**config.mk**
```make
export PLATFORM = sky130hd
export DESIGN_NAME = vga_scroll_top
export DESIGN_NICKNAME = d
export VERILOG_FILES = /design/src/rtl/vga_scroll_top.sv
export SDC_FILE = /design/constraint.sdc
export NUM_CORES = 1
export LEC_CHECK = 0
export ABC_AREA = 1
export ABC_CLOCK_PERIOD_IN_PS = 8550
export CAP_MARGIN = 40
export CELL_PAD_IN_SITES_DETAIL_PLACEMENT = 1
export CELL_PAD_IN_SITES_GLOBAL_PLACEMENT = 2
export CORE_MARGIN = 5
export CORE_UTILIZATION = 33
export CTS_BUF_LIST = sky130_fd_sc_hd__clkbuf_8
export DETAILED_ROUTE_END_ITERATION = 12
export PLACE_DENSITY_LB_ADDON = 0.1
export SLEW_MARGIN = 20
export SYNTH_ARGS = -nofsm -noshare
export SYNTH_HDL_FRONTEND = slang
export SYNTH_SLANG_ARGS = --single-unit
```
**constraint.sdc**
```tcl
create_clock -name clk -period 8.55 [get_ports clk]
set_clock_uncertainty 0.05 [all_clocks]
set_input_delay 1.71 -clock clk [delete_from_list [all_inputs] [get_ports clk]]
set_output_delay 1.71 -clock clk [all_outputs]
set_load 0.05 [all_outputs]
```
**src/rtl/vga_scroll_top.sv**
```systemverilog
`default_nettype none
// ============================================================================
// Module      : vga_scroll_top
// Description : VGA video top with internal timing generation, a debounced
//               scroll button and horizontal/vertical scroll offsets that are
//               updated only at the start of vertical blanking. Memory
//               addresses are generated combinationally from the counters and
//               scroll offsets. Sync, blank and RGB are registered once, so
//               they leave the block mutually aligned.
// Ports       : clk         - pixel clock, also forwarded on VGA_CLK
//               rst         - synchronous active-high reset
//               button      - asynchronous push-button, active high
//               dir         - 0: offset increases, 1: offset decreases
//               axis        - 0: horizontal scroll, 1: vertical scroll
//               mem_data    - {R,G,B} read combinationally at mem_*_addr
//               mem_h_addr  - (h_cnt + scroll_h) mod H_ACTIVE
//               mem_v_addr  - (v_cnt + scroll_v) mod V_ACTIVE
//               scroll_h/v  - current scroll offsets
//               VGA_*       - registered video outputs (sync active low)
// Revision    : 1.0 - initial release
// ============================================================================
module vga_scroll_top #(
    parameter int H_ACTIVE = 640,
    parameter int H_FP     = 16,
    parameter int H_SYNC   = 96,
    parameter int H_BP     = 48,
    parameter int V_ACTIVE = 480,
    parameter int V_FP     = 10,
    parameter int V_SYNC   = 2,
    parameter int V_BP     = 33,
    parameter int STEP     = 10,
    parameter int DEB_CYC  = 250000
) (
    input  logic        clk,
    input  logic        rst,
    input  logic        button,
    input  logic        dir,
    input  logic        axis,
    input  logic [23:0] mem_data,
    output logic [9:0]  mem_h_addr,
    output logic [8:0]  mem_v_addr,
    output logic [9:0]  scroll_h,
    output logic [8:0]  scroll_v,
    output logic        VGA_CLK,
    output logic        VGA_HSYNC,
    output logic        VGA_VSYNC,
    output logic        VGA_BLANK_N,
    output logic [7:0]  VGA_R,
    output logic [7:0]  VGA_G,
    output logic [7:0]  VGA_B
);

    // ------------------------------------------------------------------------
    // Constants
    // ------------------------------------------------------------------------
    localparam int          c_H_TOT    = H_ACTIVE + H_FP + H_SYNC + H_BP;
    localparam int          c_V_TOT    = V_ACTIVE + V_FP + V_SYNC + V_BP;
    localparam logic [11:0] c_H_LAST   = 12'(c_H_TOT - 1);
    localparam logic [11:0] c_V_LAST   = 12'(c_V_TOT - 1);
    localparam logic [11:0] c_H_ACT    = 12'(H_ACTIVE);
    localparam logic [11:0] c_V_ACT    = 12'(V_ACTIVE);
    localparam logic [11:0] c_HS_START = 12'(H_ACTIVE + H_FP);
    localparam logic [11:0] c_HS_END   = 12'(H_ACTIVE + H_FP + H_SYNC);
    localparam logic [11:0] c_VS_START = 12'(V_ACTIVE + V_FP);
    localparam logic [11:0] c_VS_END   = 12'(V_ACTIVE + V_FP + V_SYNC);

    // Address sums are reduced by at most two subtractions of the active size;
    // that is exact inside the active area, where the address matters.
    localparam logic [12:0] c_H_1A     = 13'(H_ACTIVE);
    localparam logic [12:0] c_H_2A     = 13'(2 * H_ACTIVE);
    localparam logic [12:0] c_V_1A     = 13'(V_ACTIVE);
    localparam logic [12:0] c_V_2A     = 13'(2 * V_ACTIVE);

    // Offset arithmetic is carried one bit wider than the offset itself.
    localparam logic [10:0] c_H_ACT_W  = 11'(H_ACTIVE);
    localparam logic [9:0]  c_V_ACT_W  = 10'(V_ACTIVE);
    localparam logic [10:0] c_STEP_H   = 11'(STEP);
    localparam logic [9:0]  c_STEP_V   = 10'(STEP);

    localparam int                 c_DEB_W    = $clog2(DEB_CYC + 1);
    localparam logic [c_DEB_W-1:0] c_DEB_LAST = c_DEB_W'(DEB_CYC - 1);

    // ------------------------------------------------------------------------
    // State
    // ------------------------------------------------------------------------
    logic [11:0]        r_h_cnt_q,     w_h_cnt_d;
    logic [11:0]        r_v_cnt_q,     w_v_cnt_d;
    logic               r_sync1_q,     r_sync2_q;
    logic [c_DEB_W-1:0] r_deb_cnt_q,   w_deb_cnt_d;
    logic               r_deb_level_q, w_deb_level_d;
    logic [1:0]         r_pending_q,   w_pending_d;
    logic [9:0]         r_scroll_h_q,  w_scroll_h_d;
    logic [8:0]         r_scroll_v_q,  w_scroll_v_d;
    logic               r_hsync_q,     w_hsync_d;
    logic               r_vsync_q,     w_vsync_d;
    logic               r_blank_n_q,   w_blank_n_d;
    logic [23:0]        r_rgb_q,       w_rgb_d;

    logic               w_press;
    logic               w_apply;
    logic [12:0]        w_h_sum;
    logic [12:0]        w_v_sum;
    logic [10:0]        w_h_inc;
    logic [9:0]         w_v_inc;

    // ------------------------------------------------------------------------
    // Video timing counters
    // ------------------------------------------------------------------------
    always_comb begin
        w_h_cnt_d = r_h_cnt_q + 12'd1;
        w_v_cnt_d = r_v_cnt_q;
        if (r_h_cnt_q == c_H_LAST) begin
            w_h_cnt_d = 12'd0;
            if (r_v_cnt_q == c_V_LAST) begin
                w_v_cnt_d = 12'd0;
            end else begin
                w_v_cnt_d = r_v_cnt_q + 12'd1;
            end
        end
    end

    // ------------------------------------------------------------------------
    // Button debounce: count consecutive cycles where the synchronised input
    // disagrees with the accepted level; any agreement clears the count.
    // ------------------------------------------------------------------------
    always_comb begin
        w_deb_cnt_d   = '0;
        w_deb_level_d = r_deb_level_q;
        w_press       = 1'b0;
        if (r_sync2_q != r_deb_level_q) begin
            if (r_deb_cnt_q == c_DEB_LAST) begin
                w_deb_level_d = r_sync2_q;
                w_press       = r_sync2_q;
            end else begin
                w_deb_cnt_d = r_deb_cnt_q + c_DEB_W'(1);
            end
        end
    end

    // ------------------------------------------------------------------------
    // Pending presses and the once-per-frame apply event at start of vblank
    // ------------------------------------------------------------------------
    assign w_apply = (r_h_cnt_q == 12'd0) && (r_v_cnt_q == c_V_ACT) &&
                     (r_pending_q != 2'd0);

    always_comb begin
        w_pending_d = r_pending_q;
        if (w_press && !w_apply) begin
            if (r_pending_q != 2'd3) begin
                w_pending_d = r_pending_q + 2'd1;
            end
        end else if (!w_press && w_apply) begin
            w_pending_d = r_pending_q - 2'd1;
        end
    end

    // ------------------------------------------------------------------------
    // Scroll offsets, wrapped modulo the active size in either direction
    // ------------------------------------------------------------------------
    always_comb begin
        w_scroll_h_d = r_scroll_h_q;
        w_scroll_v_d = r_scroll_v_q;
        w_h_inc      = {1'b0, r_scroll_h_q} + c_STEP_H;
        w_v_inc      = {1'b0, r_scroll_v_q} + c_STEP_V;
        if (w_apply) begin
            if (!axis) begin
                if (!dir) begin
                    w_scroll_h_d = (w_h_inc >= c_H_ACT_W) ? 10'(w_h_inc - c_H_ACT_W)
                                                          : 10'(w_h_inc);
                end else if ({1'b0, r_scroll_h_q} < c_STEP_H) begin
                    w_scroll_h_d = 10'({1'b0, r_scroll_h_q} + c_H_ACT_W - c_STEP_H);
                end else begin
                    w_scroll_h_d = 10'({1'b0, r_scroll_h_q} - c_STEP_H);
                end
            end else begin
                if (!dir) begin
                    w_scroll_v_d = (w_v_inc >= c_V_ACT_W) ? 9'(w_v_inc - c_V_ACT_W)
                                                          : 9'(w_v_inc);
                end else if ({1'b0, r_scroll_v_q} < c_STEP_V) begin
                    w_scroll_v_d = 9'({1'b0, r_scroll_v_q} + c_V_ACT_W - c_STEP_V);
                end else begin
                    w_scroll_v_d = 9'({1'b0, r_scroll_v_q} - c_STEP_V);
                end
            end
        end
    end

    // ------------------------------------------------------------------------
    // Memory addresses (combinational)
    // ------------------------------------------------------------------------
    always_comb begin
        w_h_sum = {1'b0, r_h_cnt_q} + 13'(r_scroll_h_q);
        w_v_sum = {1'b0, r_v_cnt_q} + 13'(r_scroll_v_q);
        if (w_h_sum >= c_H_2A) begin
            mem_h_addr = 10'(w_h_sum - c_H_2A);
        end else if (w_h_sum >= c_H_1A) begin
            mem_h_addr = 10'(w_h_sum - c_H_1A);
        end else begin
            mem_h_addr = 10'(w_h_sum);
        end
        if (w_v_sum >= c_V_2A) begin
            mem_v_addr = 9'(w_v_sum - c_V_2A);
        end else if (w_v_sum >= c_V_1A) begin
            mem_v_addr = 9'(w_v_sum - c_V_1A);
        end else begin
            mem_v_addr = 9'(w_v_sum);
        end
    end

    // ------------------------------------------------------------------------
    // Output stage: one register for sync, blank and colour
    // ------------------------------------------------------------------------
    always_comb begin
        w_hsync_d   = !((r_h_cnt_q >= c_HS_START) && (r_h_cnt_q < c_HS_END));
        w_vsync_d   = !((r_v_cnt_q >= c_VS_START) && (r_v_cnt_q < c_VS_END));
        w_blank_n_d = (r_h_cnt_q < c_H_ACT) && (r_v_cnt_q < c_V_ACT);
        w_rgb_d     = w_blank_n_d ? mem_data : 24'd0;
    end

    // ------------------------------------------------------------------------
    // Registers
    // ------------------------------------------------------------------------
    always_ff @(posedge clk) begin
        if (rst) begin
            r_h_cnt_q     <= 12'd0;
            r_v_cnt_q     <= 12'd0;
            r_sync1_q     <= 1'b0;
            r_sync2_q     <= 1'b0;
            r_deb_cnt_q   <= '0;
            r_deb_level_q <= 1'b0;
            r_pending_q   <= 2'd0;
            r_scroll_h_q  <= 10'd0;
            r_scroll_v_q  <= 9'd0;
            r_hsync_q     <= 1'b1;
            r_vsync_q     <= 1'b1;
            r_blank_n_q   <= 1'b0;
            r_rgb_q       <= 24'd0;
        end else begin
            r_h_cnt_q     <= w_h_cnt_d;
            r_v_cnt_q     <= w_v_cnt_d;
            r_sync1_q     <= button;
            r_sync2_q     <= r_sync1_q;
            r_deb_cnt_q   <= w_deb_cnt_d;
            r_deb_level_q <= w_deb_level_d;
            r_pending_q   <= w_pending_d;
            r_scroll_h_q  <= w_scroll_h_d;
            r_scroll_v_q  <= w_scroll_v_d;
            r_hsync_q     <= w_hsync_d;
            r_vsync_q     <= w_vsync_d;
            r_blank_n_q   <= w_blank_n_d;
            r_rgb_q       <= w_rgb_d;
        end
    end

    assign scroll_h    = r_scroll_h_q;
    assign scroll_v    = r_scroll_v_q;
    assign VGA_CLK     = clk;
    assign VGA_HSYNC   = r_hsync_q;
    assign VGA_VSYNC   = r_vsync_q;
    assign VGA_BLANK_N = r_blank_n_q;
    assign VGA_R       = r_rgb_q[23:16];
    assign VGA_G       = r_rgb_q[15:8];
    assign VGA_B       = r_rgb_q[7:0];

endmodule
`default_nettype wire

```
==> impl_metrics.py, run 1 <==
metrics = {
    "sta": {
        "finalWorstSetupSlack_ns": 1.60,
        "tightest_slew_ns": 0.672,
        "drv_slew": 0,
        "hold_viol_final": 0,
        "finalSetupViolCount": 0,
        "rsz0062_at_grt": "no",
        "slew_headroom_pct": 55.1,
        "final.setup.tns_ns": 0,
    },
    "synthesis": {
        "synth_xor_area_share_pct": 4.76,
        "yosys.area_share.simple_pct": 38.7,
        "synth-compound-area-share_pct": 8.43,
        "ys_types": 47,
        "synth_top_family_by_area": "simple AND/OR/NAND/NOR gates",
        "synth-seq-cells": 91,
        "ys_seq_area_share_pct": 28.4,
        "syn-instance-count": 1018,
        "synth_edf_count": 0,
        "synthAdderAreaFrac_pct": 7.26,
        "syn_area_um2": 6410,
        "muxShareOfSynthArea_pct": 0,
        "synth_ff_type": "dfxtp_1",
        "yosysWarnings": 0,
        "avgSynthCellArea_um2": 6.30,
        "async_flop_share_pct": 0,
    },
    "clock_network": {
        "clk_pin_slew_ns": 0.10,
        "insertion_delay_ns": 0.49,
        "post_cts_buffers": 0,
        "cts_tree": "done",
        "cts_resized": 0,
        "hold_buffers": 0,
    },
    "route": {
        "vias": 6492,
        "routed_wl_um": 19400,
        "ant_nets": 0,
        "first_pass_iters": 4,
        "route.detailed.drc": 0,
        "viasPerCell": 4.71,
        "drt_iter0_markers": 200,
        "wl_per_cell_um": 14.1,
    },
    "hold_path": {
        "min-delay-path-class": "flip-flop to flip-flop",
        "hold_path_depth": 2,
    },
    "finish": {
        "area_growth_pct": 22.0,
        "drive_above_1_share_pct": 4.77,
        "multi_input_area_um2": 3800,
        "fin_nets": 1172,
        "num-fill-cells": 2573,
        "regArea_um2": 1820,
        "n_antenna_cell": 0,
    },
    "worst_setup_path": {
        "cp_cell_sequence": "clkbuf_8 -> clkbuf_8 -> clkdlybuf4s50_1",
        "cp_top_family": "buffers and inverters",
        "crit_path_start_kind": "clock port",
        "r2r_cells": 9,
        "cp.arrival_ns": 5.19,
        "critPathLaunch": "clk",
        "path_buf_inv": 3,
        "required_ns": 6.79,
        "cp_common_cell": "clkbuf_8",
        "r2r_setup_slack_ns": 6.25,
        "crit_type": "clock port to output port",
        "crit_path_end": "VGA_CLK",
        "crit_slowest_cell": "clkdlybuf4s50_1",
        "max_stage_delay_ns": 0.69,
        "cp.depth": 3,
        "timing.rr.end": "scroll_h[3]",
        "crit_path_end_kind": "output port",
        "crit_fanout": 2,
        "r2r_start": "r_v_cnt_q[0]",
    },
    "die": {
        "core_area_um2": 19300,
        "row_count": 51,
        "initial_core_util_pct": 33.3,
        "die_h_um": 149,
        "dieArea_um2": 22300,
        "pin_count": 95,
        "die_w_um": 149,
    },
    "placed_design": {
        "pre_cts_slack_ns": 1.84,
        "hpwl_um": 15800,
        "place_congestion": 0.801,
        "port_buffers": 92,
    },
    "job": {
        "maxCapViolations": 0,
    },
    "pwr": {
        "cellLeakagePower_nw": 3.64,
        "power.density_nw_per_um2": 115,
        "ir_drop_mv": 0.159,
    },
    "grt": {
        "grt.overflow.total": 0,
        "grt_max_degree": 25,
        "grt_pass1_vias": 6555,
        "grt.total_usage_pct": 17.8,
        "grt_pass1_wl_um": 32500,
        "antenna_found_initial": 1,
    },
    "status": {
        "run_status": "complete, no violations",
    },
}
[sequential cells by signal, summed over array words and instances (netlist names), 2 cells and up]
signal       count
r_v_cnt_q       12
r_pending_q      2
scroll_v         8
r_h_cnt_q       12
r_rgb_q         24
scroll_h         9
r_deb_cnt_q     18
[report_power, final]
group	leakage [nW]	internal [mW]	switching [mW]
clock network	0.132	0.157	0.217
registers	0.741	0.432	0.00315
logic	2.77	0.0319	0.0565
total	3.64	0.621	0.276
[cell usage after synthesis (all sizes together), types with 3 or more instances]
cell type,n,area (um2)
o21ai,38,201
nor4,12,90.1
a21oi,45,225
or2,6,37.5
clkbuf,5,20.0
nand2,258,976
nand4,27,175
inv,182,683
a211oi,3,22.5
xnor2,6,52.6
dfxtp,91,1820
nor2,135,534
ha,34,425
nor3,28,166
nor3b,4,30.0
nand3b,6,57.6
xor2,28,253
buf,14,85.1
nand3,78,400
[cells in the final DEF, fill, tap and decap left out, drive strengths merged, types with 6 or more instances in the layout]
| cell | instances |
|---|---|
| a21oi | 45 |
| or2 | 6 |
| o21ai | 38 |
| nor3 | 28 |
| xor2 | 28 |
| nand3b | 6 |
| dfxtp | 91 |
| nor2 | 135 |
| ha | 34 |
| clkbuf | 12 |
| clkdlybuf4s50 | 92 |
| nand2 | 258 |
| xnor2 | 6 |
| nor4 | 12 |
| nand3 | 78 |
| inv | 186 |
| nand4 | 27 |
[cell type report]
cell class,count,share of cell area [%]
inverter,183,8.78
tap,265,4.24
clock buffer,13,2.24
clock inverter,7,1.14
multi-input combinational,726,48.6
timing repair buffer,92,11.7
sequential,91,23.3
[kinds of logic (layout without fill, tap and decap cells)]
group,count (synthesis),count (layout)
AND/OR/NAND/NOR,556,556
buffers and inverters,202,295
AO/OA/AOI/OAI,98,98
flip-flops,91,91
adder cells (fa/ha/maj),36,36
XOR/XNOR,34,34
other,1,2
[worst min-delay path: cells and delay by family, from the launching register on]
family / cells / cell delay, ns
buf+inv: 1 / 0.04
flops: 1 / 0.31
simple gates: 1 / 0.03
[routing by layer]
layer / track usage (%) / share of wire (%)
met4: 3.71 / 0.70
met2: 29.2 / 46
met5: 0 / 0.067
met1: 23.8 / 49
met3: 4.56 / 4.7
[through the flow]
step | power [mW] | instances | cell area [um2] | hold slack [ns] | utilization [%]
2_1_floorplan | 0.523 | 1019 | 6410 | 0.338 | -
3_3_place_gp | 0.561 | 1358 | 7570 | 0.341 | 39.3
3_5_place_dp | 0.561 | 1358 | 7570 | 0.355 | 39.3
4_1_cts | 0.917 | 1377 | 7820 | 0.369 | 40.6
5_1_grt | 0.942 | 1377 | 7820 | 0.379 | 40.6
6_report | 0.897 | 1377 | 7820 | 0.364 | 40.6
[worst min path at each step]
stage              start   endpoint  slack (ns)
2_1_floorplan  r_sync1_q  r_sync2_q        0.34
3_3_place_gp   r_sync1_q  r_sync2_q        0.34
3_5_place_dp   r_sync1_q  r_sync2_q        0.35
4_1_cts        r_sync1_q  r_sync2_q        0.37
5_1_grt        r_sync1_q  r_sync2_q        0.38
6_report       r_sync1_q  r_sync2_q        0.36
No activity file was read; power rests on OpenSTA's default activity.
==> run 2, diff against run 1 <==
- ABC_CLOCK_PERIOD_IN_PS: 8550 -> 6850
- CORE_UTILIZATION: 33 -> 30
- clock period: 8.55 -> 6.85 ns (I/O delays scaled with it)
==> run 2 against run 1 <==
Core utilization fell by 3.4 points. Sequential share of layout area barely moved. Count of clock-buffer cells in the layout did not move. Power rose by 23%. Final area fell by 0.14%. Die area rose by 9.3%. Worst hold slack improved by 0.00074 ns. Clock power rose by 20%. Flip-flop and latch count did not move. Via count fell by 1.1%. Global-route usage fell by 1.2 points. Critical path type unchanged. Largest power group unchanged.
==> impl_metrics.py, run 2 (synthesis gave the netlist of run 1 again) <==
metrics = {
    "pwr": {
        "power_mw": 1.10,
        "ir_drop_mv": 0.176,
        "power.density_nw_per_um2": 141,
        "cellLeakagePower_nw": 3.63,
    },
    "worst_setup_path": {
        "crit_type": "clock port to output port",
        "r2r_setup_slack_ns": 4.56,
        "cp_top_family": "buffers and inverters",
        "cp_common_cell": "clkbuf_8",
        "r2r_cells": 9,
        "cp.arrival_ns": 4.34,
        "required_ns": 5.43,
        "cp_cell_sequence": "clkbuf_8 -> clkbuf_8 -> clkdlybuf4s50_1",
        "path_buf_inv": 3,
        "r2r_start": "r_v_cnt_q[0]",
        "crit_path_end_kind": "output port",
        "timing.rr.end": "scroll_h[3]",
        "crit_path_start_kind": "clock port",
        "crit_fanout": 2,
        "crit_slowest_cell": "clkdlybuf4s50_1",
        "max_stage_delay_ns": 0.69,
    },
    "die": {
        "row_count": 53,
        "core_area_um2": 21000,
        "die_h_um": 156,
        "initial_core_util_pct": 30.5,
        "die_w_um": 156,
        "pin_count": 95,
        "dieArea_um2": 24400,
    },
    "sta": {
        "tightest_slew_ns": 0.770,
        "final.setup.tns_ns": 0,
        "slew_headroom_pct": 48.6,
        "drv_slew": 0,
        "hold_ws_ns": 0.365,
        "finalSetupViolCount": 0,
        "hold_viol_final": 0,
        "rsz0062_at_grt": "no",
    },
    "finish": {
        "largest_reg_flops": 24,
        "final_cells": 1386,
        "largest_registers": "r_rgb_q x24, r_deb_cnt_q x18",
        "multi_input_area_um2": 3800,
        "layout_commonest_cell": "nand2_1",
        "drive_above_1_share_pct": 4.68,
        "fin_nets": 1171,
        "num-fill-cells": 2745,
        "area_growth_pct": 21.9,
        "postLayoutCellArea_um2": 7810,
        "regArea_um2": 1820,
        "final_cell_mix": "nand2_1, inv_1, nor2_1",
        "n_antenna_cell": 0,
        "regMostFlops": "r_rgb_q",
    },
    "route": {
        "ant_nets": 0,
        "drt_iter0_markers": 235,
        "wl_per_cell_um": 14.2,
        "first_pass_iters": 4,
        "route.detailed.drc": 0,
        "viasPerCell": 4.63,
        "vias": 6420,
        "routed_wl_um": 19700,
    },
    "grt": {
        "grt_max_degree": 25,
        "grt_pass1_vias": 6607,
        "grt.total_usage_pct": 16.6,
        "antenna_found_initial": 1,
        "grt_pass1_wl_um": 33200,
        "grt.overflow.total": 0,
    },
    "placed_design": {
        "hpwl_um": 16100,
        "place_inst": 1367,
        "place_area_um2": 7570,
        "port_buffers": 92,
        "place_congestion": 0.803,
    },
    "clock_network": {
        "hold_buffers": 0,
        "clk_pin_slew_ns": 0.10,
        "insertion_delay_ns": 0.48,
        "cts_resized": 0,
        "cts_tree": "done",
        "post_cts_buffers": 0,
    },
    "hold_path": {
        "hold_path_depth": 2,
        "min-delay-path-class": "flip-flop to flip-flop",
        "min_to": "r_sync2_q",
        "holdCritStartpoint": "r_sync1_q",
    },
    "job": {
        "maxCapViolations": 0,
    },
    "status": {
        "run_status": "complete, no violations",
    },
}
[run 2: worst max path at each step]
stage                 from       endpoint  slack, ns  cells after the start
2_1_floorplan          clk        VGA_CLK       1.84                      1
3_3_place_gp           clk        VGA_CLK       1.33                      1
3_5_place_dp           clk        VGA_CLK       1.33                      1
4_1_cts                clk        VGA_CLK       1.08                      3
5_1_grt        scroll_v[1]  mem_v_addr[5]       0.86                     21
6_report               clk        VGA_CLK       1.09                      3
[run 2: layout make-up]
type	instances	share of cell area [%]
multi-input cells	726	48.7
flip-flops and latches	91	23.3
repair buffers	91	11.7
inverters	183	8.79
well taps	275	4.40
clock buffers	13	2.24
clock inverters	7	0.929
[run 2: where the power goes]
group | internal (mW) | switching [mW] | total, mW | leakage [nW]
clock | 0.189 | 0.260 | 0.449 | 0.126
combinational | 0.0395 | 0.0700 | 0.109 | 2.77
sequential | 0.539 | 0.00410 | 0.543 | 0.741
total | 0.767 | 0.334 | 1.10 | 3.63
[run 2: stage by stage]
step / setup slack, ns / utilization (%)
2_1_floorplan: 1.84 / -
3_3_place_gp: 1.33 / 36.0
3_5_place_dp: 1.33 / 36.0
4_1_cts: 1.08 / 37.2
5_1_grt: 0.856 / 37.2
6_report: 1.09 / 37.2
[run 2: worst min-delay path: cells and delay by family, from the launching register on]
family | cells | cell delay (ns)
flops | 1 | 0.31
simple gates | 1 | 0.03
buf+inv | 1 | 0.04
[run 2: routing by layer]
layer / global-route usage (%) / vias to the layer above / share of wire, %
met5: 0 / - / 0.10
met1: 22.5 / 2943 / 50
met3: 4.47 / 11 / 4.5
met2: 27.1 / 79 / 45
li1: - / 3385 / -
met4: 2.69 / 2 / 0.50
